`src/rtl/sys_reg_pkg.sv`:
```
// ----------------------------------------------------------------------------
// sys_reg_pkg
// Shared constants for the system-bus register responder: data and bus widths,
// register offsets, CTRL bit positions, reset values and the byte-enable
// merge helper used by every byte-enabled register.
// ----------------------------------------------------------------------------
package sys_reg_pkg;

   localparam int unsigned DATA_W = 32;
   localparam int unsigned SEL_W  = 4;
   localparam int unsigned EVT_W  = 8;
   localparam int unsigned CNT_W  = 64;
   localparam int unsigned HALF_W = 32;

   // Register offsets within the decoded address window
   localparam logic [31:0] OFS_ID       = 32'h0000_0000;
   localparam logic [31:0] OFS_SCRATCH  = 32'h0000_0004;
   localparam logic [31:0] OFS_CTRL     = 32'h0000_0008;
   localparam logic [31:0] OFS_STATUS   = 32'h0000_000C;
   localparam logic [31:0] OFS_IRQ_MASK = 32'h0000_0010;
   localparam logic [31:0] OFS_CNT_LO   = 32'h0000_0014;
   localparam logic [31:0] OFS_CNT_HI   = 32'h0000_0018;

   // CTRL bit positions
   localparam int unsigned CTRL_EN_BIT  = 0;
   localparam int unsigned CTRL_CLR_BIT = 1;

   // Reset values
   localparam logic [DATA_W-1:0] SCRATCH_RST = '0;
   localparam logic              CTRL_EN_RST = 1'b0;
   localparam logic [EVT_W-1:0]  STATUS_RST  = '0;
   localparam logic [EVT_W-1:0]  MASK_RST    = '0;

   // Replace the bytes of old_v selected by sel with the matching bytes of new_v
   function automatic logic [DATA_W-1:0] be_merge(
      input logic [DATA_W-1:0] old_v,
      input logic [DATA_W-1:0] new_v,
      input logic [SEL_W-1:0]  sel
   );
      logic [DATA_W-1:0] v;
      v = old_v;
      for (int i = 0; i < int'(SEL_W); i++) begin
         if (sel[i]) v[8*i +: 8] = new_v[8*i +: 8];
      end
      return v;
   endfunction

endpackage

```
`src/rtl/sys_reg_counter.sv`:
```
// ----------------------------------------------------------------------------
// sys_reg_counter
// 64-bit free-running counter with enable and synchronous clear, plus a
// snapshot of the high word taken on a strobe so a low/high split read
// sees a consistent 64-bit value.
// Ports:
//   clk_i, rst_i    clock, async active-high reset
//   en_i            count enable
//   clr_i           clear; wins over en_i in the same cycle
//   snap_i          capture the current (pre-update) high word
//   cnt_o           live counter value
//   snap_hi_o       captured high word
// ----------------------------------------------------------------------------
module sys_reg_counter
   import sys_reg_pkg::*;
#(
   parameter logic [CNT_W-1:0] RST_VAL = '0
) (
   input  logic              clk_i,
   input  logic              rst_i,
   input  logic              en_i,
   input  logic              clr_i,
   input  logic              snap_i,
   output logic [CNT_W-1:0]  cnt_o,
   output logic [HALF_W-1:0] snap_hi_o
);

   logic [CNT_W-1:0]  r_cnt;
   logic [HALF_W-1:0] r_snap;

   // Snapshot takes the value before this cycle's clear/increment
   always_ff @(posedge clk_i or posedge rst_i) begin
      if (rst_i) begin
         r_cnt  <= RST_VAL;
         r_snap <= '0;
      end else begin
         if (clr_i) begin
            r_cnt <= '0;
         end else if (en_i) begin
            r_cnt <= r_cnt + CNT_W'(1);
         end
         if (snap_i) begin
            r_snap <= r_cnt[CNT_W-1:HALF_W];
         end
      end
   end

   assign cnt_o     = r_cnt;
   assign snap_hi_o = r_snap;

endmodule

```
`src/rtl/sys_reg_responder.sv`:
```
// ----------------------------------------------------------------------------
// sys_reg_responder
// Slave register bank on the system bus. Every single-cycle read or write
// strobe gets exactly one acknowledge on the following cycle, flagged as an
// error for bad requests (which then have no side effects).
// Ports:
//   clk_i, rst_i                   clock, async active-high reset
//   sys_addr_i/wdata_i/sel_i       request address, write data, byte enables
//   sys_wen_i/ren_i                write/read strobes
//   sys_rdata_o/err_o/ack_o        registered response
//   evt_i                          event inputs setting STATUS flags
//   cnt_en_o                       CTRL.EN
//   irq_o                          registered OR of STATUS & IRQ_MASK
// ----------------------------------------------------------------------------
module sys_reg_responder
   import sys_reg_pkg::*;
#(
   parameter logic [DATA_W-1:0] ID_VALUE    = 32'h5250_0001,
   parameter int unsigned       DEC_W       = 20,
   parameter logic [CNT_W-1:0]  CNT_RST_VAL = '0
) (
   input  logic              clk_i,
   input  logic              rst_i,
   input  logic [31:0]       sys_addr_i,
   input  logic [DATA_W-1:0] sys_wdata_i,
   input  logic [SEL_W-1:0]  sys_sel_i,
   input  logic              sys_wen_i,
   input  logic              sys_ren_i,
   output logic [DATA_W-1:0] sys_rdata_o,
   output logic              sys_err_o,
   output logic              sys_ack_o,
   input  logic [EVT_W-1:0]  evt_i,
   output logic              cnt_en_o,
   output logic              irq_o
);

   logic [DATA_W-1:0] r_scratch;
   logic              r_en;
   logic [EVT_W-1:0]  r_status;
   logic [EVT_W-1:0]  r_mask;
   logic              r_ack;
   logic              r_err;
   logic [DATA_W-1:0] r_rdata;
   logic              r_irq;

   logic [DEC_W-1:0]  w_ofs;
   logic              w_hit_id, w_hit_scratch, w_hit_ctrl, w_hit_status;
   logic              w_hit_mask, w_hit_lo, w_hit_hi, w_mapped;
   logic              w_req, w_err, w_wr_ok, w_rd_ok, w_clr;
   logic [EVT_W-1:0]  w_w1c;
   logic [DATA_W-1:0] w_rdata;
   logic [CNT_W-1:0]  w_cnt;
   logic [HALF_W-1:0] w_snap_hi;
   logic              w_unused;

   // Address decode; bits above DEC_W are ignored
   assign w_ofs         = sys_addr_i[DEC_W-1:0];
   assign w_hit_id      = (w_ofs == DEC_W'(OFS_ID));
   assign w_hit_scratch = (w_ofs == DEC_W'(OFS_SCRATCH));
   assign w_hit_ctrl    = (w_ofs == DEC_W'(OFS_CTRL));
   assign w_hit_status  = (w_ofs == DEC_W'(OFS_STATUS));
   assign w_hit_mask    = (w_ofs == DEC_W'(OFS_IRQ_MASK));
   assign w_hit_lo      = (w_ofs == DEC_W'(OFS_CNT_LO));
   assign w_hit_hi      = (w_ofs == DEC_W'(OFS_CNT_HI));
   assign w_mapped      = w_hit_id | w_hit_scratch | w_hit_ctrl | w_hit_status |
                          w_hit_mask | w_hit_lo | w_hit_hi;

   // Any bad request is acked with error and gates off all side effects
   assign w_req   = sys_wen_i | sys_ren_i;
   assign w_err   = w_req & ((sys_wen_i & sys_ren_i) |
                             (sys_addr_i[1:0] != 2'b00) |
                             ~w_mapped |
                             (sys_wen_i & (w_hit_id | w_hit_lo | w_hit_hi)));
   assign w_wr_ok = sys_wen_i & ~w_err;
   assign w_rd_ok = sys_ren_i & ~w_err;

   assign w_clr = w_wr_ok & w_hit_ctrl & sys_sel_i[0] & sys_wdata_i[CTRL_CLR_BIT];
   assign w_w1c = (w_wr_ok & w_hit_status & sys_sel_i[0]) ? sys_wdata_i[EVT_W-1:0] : '0;

   // Read mux; CLR always reads back as 0
   always_comb begin
      w_rdata = '0;
      if (w_hit_id)           w_rdata = ID_VALUE;
      else if (w_hit_scratch) w_rdata = r_scratch;
      else if (w_hit_ctrl)    w_rdata[CTRL_EN_BIT] = r_en;
      else if (w_hit_status)  w_rdata[EVT_W-1:0] = r_status;
      else if (w_hit_mask)    w_rdata[EVT_W-1:0] = r_mask;
      else if (w_hit_lo)      w_rdata = w_cnt[HALF_W-1:0];
      else if (w_hit_hi)      w_rdata = w_snap_hi;
   end

   sys_reg_counter #(
      .RST_VAL (CNT_RST_VAL)
   ) u_counter (
      .clk_i     (clk_i),
      .rst_i     (rst_i),
      .en_i      (r_en),
      .clr_i     (w_clr),
      .snap_i    (w_rd_ok & w_hit_lo),
      .cnt_o     (w_cnt),
      .snap_hi_o (w_snap_hi)
   );

   // Registers and response; event set is OR'd after the clear so set wins
   always_ff @(posedge clk_i or posedge rst_i) begin
      if (rst_i) begin
         r_scratch <= SCRATCH_RST;
         r_en      <= CTRL_EN_RST;
         r_status  <= STATUS_RST;
         r_mask    <= MASK_RST;
         r_ack     <= 1'b0;
         r_err     <= 1'b0;
         r_rdata   <= '0;
         r_irq     <= 1'b0;
      end else begin
         r_status <= (r_status & ~w_w1c) | evt_i;
         r_irq    <= |(r_status & r_mask);
         r_ack    <= w_req;
         r_err    <= w_err;
         if (w_req) begin
            r_rdata <= w_rd_ok ? w_rdata : '0;
         end
         if (w_wr_ok & w_hit_scratch) begin
            r_scratch <= be_merge(r_scratch, sys_wdata_i, sys_sel_i);
         end
         if (w_wr_ok & w_hit_ctrl & sys_sel_i[0]) begin
            r_en <= sys_wdata_i[CTRL_EN_BIT];
         end
         if (w_wr_ok & w_hit_mask & sys_sel_i[0]) begin
            r_mask <= sys_wdata_i[EVT_W-1:0];
         end
      end
   end

   assign w_unused = &{1'b0, sys_addr_i[31:DEC_W], w_cnt[CNT_W-1:HALF_W]};

   assign sys_rdata_o = r_rdata;
   assign sys_err_o   = r_err;
   assign sys_ack_o   = r_ack;
   assign cnt_en_o    = r_en;
   assign irq_o       = r_irq;

endmodule

```
`config.mk`:
```
export PLATFORM = sky130hd
export DESIGN_NAME = sys_reg_responder
export DESIGN_NICKNAME = d
export VERILOG_FILES = /design/src/rtl/sys_reg_pkg.sv /design/src/rtl/sys_reg_counter.sv /design/src/rtl/sys_reg_responder.sv
export SDC_FILE = /design/constraint.sdc
export NUM_CORES = 1
export LEC_CHECK = 0
export CAP_MARGIN = 20
export CORE_MARGIN = 2
export CORE_UTILIZATION = 40
export DETAILED_ROUTE_END_ITERATION = 10
export DONT_BUFFER_PORTS = 1
export PLACE_DENSITY = 0.52
export SLEW_MARGIN = 40
export SYNTH_ARGS = -nofsm -noshare
export SYNTH_HDL_FRONTEND = slang
export SYNTH_HIERARCHICAL = 1
export SYNTH_SLANG_ARGS = --single-unit
```
`constraint.sdc`:
```
create_clock -name clk_i -period 5.5 [get_ports clk_i]
set_clock_uncertainty 0.15 [all_clocks]
set_input_delay 0 -clock clk_i [delete_from_list [all_inputs] [get_ports clk_i]]
set_output_delay 0 -clock clk_i [all_outputs]
set_load 0.02 [all_outputs]
```
==> summary.md <==
| Metric | Value |
|---|---|
| Worst EP arrival | 4550 ps |
| First-pass GRT wire length | roughly 35000 um |
| Crit Path Category | in2reg |
| Predominant post-synthesis flop cell | dfrtp_1 |
| DR WL/cell | 19.7 um |
| Tot GR Track Use | between 20% and 30% |
| Area grow syn2layout | 18.7% |
| Fill count | slightly below 2k |
| Clock latency on the worst-skew pair | 430 ps |
| Static Leakage | 4.37 nW |
| Number of synthesized flops with an enable pin | 0 |
| CP Capture Type | flip-flop |
| Final worst-path cycle share | approximately four fifths |
| Commonest non-fill, non-tap cell in the layout | dfrtp_1 |
| Mapped Cells | approximately 800 |
| Multi-input gate area | ~3900 um^2 |
| Syn_nets | 884 |
| Clk Tree Root Cell | clkbuf_16 |
| CTS HTree Levels | 4 |
| Initial antenna violation count | 0 |
| Worst Hold Depth | 3 |
| Crit path max-delay cell type | or4_1 |
| Number of core rows | between 50 and 60 |
| Post-DP HPWL | around 15000 um |
| Commonest non-fill, non-tap cells in the layout | 180 x dfrtp_1, 75 x mux2_2, 74 x dlygate4sd3_1 |
| Detailed Routing Iterations Pass 1 | 6 |
| Minimum clock period | between 4000 and 5000 ps |
| RSZ-0062 raised after global routing | false |
| Hold crit path type | in2reg |
| Post-CTS Setup Bufs | 0 |
| Layout cells sized above 1 | 16.2% |
| Distinct cells, synth | 49 |
| Mean Syn Cell Area | about 11 um^2 |
| Core area | 21100 um^2 |
| Routability cong. | 0.837 |
| Antenna Nets Post-Route | 0 |
| Outcome | finished, final reports clean |
| Reg area | around 4500 um^2 |
| Total grt overflow | 0 |
| Worst Path Required | around 5700 ps |
| Final Cell Area | between 10000 and 15000 um^2 |
| CTS Buf Count | 17 |
| Final setup violation count | 0 |
| Fin nets | ~940 |
| Max stage delay on crit path | just over 700 ps |
| Largest net degree at the start of global routing | slightly above 80 |
| CTS resizes | 0 |
| Die area | between 20000 and 25000 um^2 |
| Crit-path max FO | 31 |
| Clock Path Buffers | 2 |
| Iteration-0 DRC count of the detailed router | between 400 and 500 |
| FFs w/ async S/R, synth | between 90% and 100% |
| Max-cap viol count | 0 |
| Ys Warns | 6 |
| Worst-Margin Slew | 742 ps |
| Cells on worst reg2reg path | 6 |
| Final hold vios | 0 |
| VDD IR max | 0.000201 V |
| Final total power | approximately 2.7 mW |
| Register area share after synthesis | ~52% |
| Starting Density | between 40% and 50% |
| Power per Cell Area | 261 nW/um^2 |
| Via count | 6674 |
| Number of vias per cell | between 5 and 6 |
| Clock slew at reported path FFs | approximately 70 ps |
| Max Freq | approximately 230 MHz |
| Die X-Extent | about 150 um |
| DRC violation count after routing | 0 |
| Antenna diodes | 0 |
| DP Area | 8860 um^2 |
| Setup TNS | 0 ps |
| Die height | 151 um |
| Vias in the first global route | around 6.4k |
| Clock sinks | 180 |
| Max_slew headroom | between 50 and 60% |
| WL final | 22600 um |
| Synth Cell Area | between 8000 and 9000 um^2 |
| R2R setup slack | around 2400 ps |
| Seq cells post-synth | 180 |
| Crit-path cells | dlygate4sd3_1, nor4_1, nand3b_4, or2_0, nor4_1, and2_2, nor2_1, nor4_4, buf_4, nand4_2, or4_1, a21oi_1 |
| Most common cell on crit path | nor4_1 |
| Final Max Slew Viols | 0 |
| Hold-fix buffers at CTS | between 70 and 80 |
| Startpoint type of the worst setup path | primary input |
| Input/output buffers | 0 |
| I/O pins | roughly 120 |
| CTS tree | built |
-- flip-flops by register name, indices dropped and copies added, names as in the netlist --
name and cells:
sys_err_o 1, irq_o 1, u_counter/snap_hi_o 32, cnt_en_o 1, u_counter/cnt_o 64, r_status 8
r_mask 8, sys_ack_o 1, sys_rdata_o 32, r_scratch 32
-- critical path: cells and delay by family --
kind | cells | cell delay, ps
compound gates | 1 | 180
simple gates | 9 | 3570
buf+inv | 2 | 780
-- path summary, 6_finish.rpt --
| check | end | from |
|---|---|---|
| max | u_counter/cnt_o[56]$_DFFE_PP0P_ | sys_addr_i[12] |
| min | sys_rdata_o[28]$_DFFE_PP0P_ | sys_wen_i |
| max reg2reg | u_counter/cnt_o[56]$_DFFE_PP0P_ | cnt_en_o$_DFFE_PP0P_ |
| min reg2reg | sys_rdata_o[3]$_DFFE_PP0P_ | r_scratch[3]$_DFFE_PP0P_ |
| max in group asynchronous | u_counter/snap_hi_o[1]$_DFFE_PP0P_ | rst_i |
| min in group asynchronous | u_counter/cnt_o[26]$_DFFE_PP0P_ | rst_i |
-- per-stage QoR --
stage	setup slack (ps)	cells	hold slack, ps	util, %
2_1_floorplan	2050	803	-57.7	-
3_3_place_gp	1370	1041	-407	42.0
3_5_place_dp	1310	1041	-397	42.0
4_1_cts	1240	1147	0.477	48.4
5_1_grt	758	1148	7.15	48.5
6_report	1140	1148	7.49	48.5
-- per-layer routing --
metal | GRT usage (%) | vias to the layer above | share of wire (%)
li1 | - | 3108 | -
met4 | 5.79 | 0 | 1.1
met3 | 4.52 | 27 | 6.0
met1 | 29.0 | 3352 | 48
met5 | 0 | - | 0
met2 | 31.0 | 187 | 45
-- Yosys cell counts, types with 6 or more instances --
master    number  area share (%)
a21o_1        13             1.1
or4_1         16             1.4
or3_1         18             1.3
a31oi_1        7            0.51
clkbuf_1      34             1.5
nor2_1        55             2.4
nand4_1       20             1.5
o31ai_1       21             1.8
and3_1         6            0.44
nand3_1       33             1.9
nand2_1       41             1.8
nand2b_1       7            0.51
o21ai_0       44             2.6
inv_1         11            0.48
xor2_1        24             2.4
dfrtp_1      180              52
a21oi_1       46             2.7
a22oi_1       48             4.2
buf_1          8            0.35
buf_2          6            0.35
mux2_2        75             9.8
and4_1         9            0.92
nor3_1         8            0.46
nor4_1        13            0.94
-- power breakdown --
| part | total, mW | leakage, nW | switching [mW] | internal, mW |
|---|---|---|---|---|
| sequential | 1.33 | 2.44 | 0.00141 | 1.32 |
| combinational | 0.109 | 1.64 | 0.0675 | 0.0413 |
| clock | 1.23 | 0.293 | 0.531 | 0.704 |
| total | 2.67 | 4.37 | 0.600 | 2.07 |
-- cell families after synthesis --
kind of cell	Yosys count	synth area share (%)
simple gates	259	17.2
compound gates	198	14.7
flops	180	52.3
mux	76	9.92
buf+inv	60	2.79
xor+xnor	29	2.95
fa+ha+maj	1	0.145
-- final cells by class --
class	instances	share of cell area, %
timing repair buffer	87	8.25
sequential	180	44.0
multi-input combinational	563	38.0
clock buffer	20	4.47
tap	275	3.36
clock inverter	12	1.42
inverter	11	0.428
(Power assumes the default switching activity.)
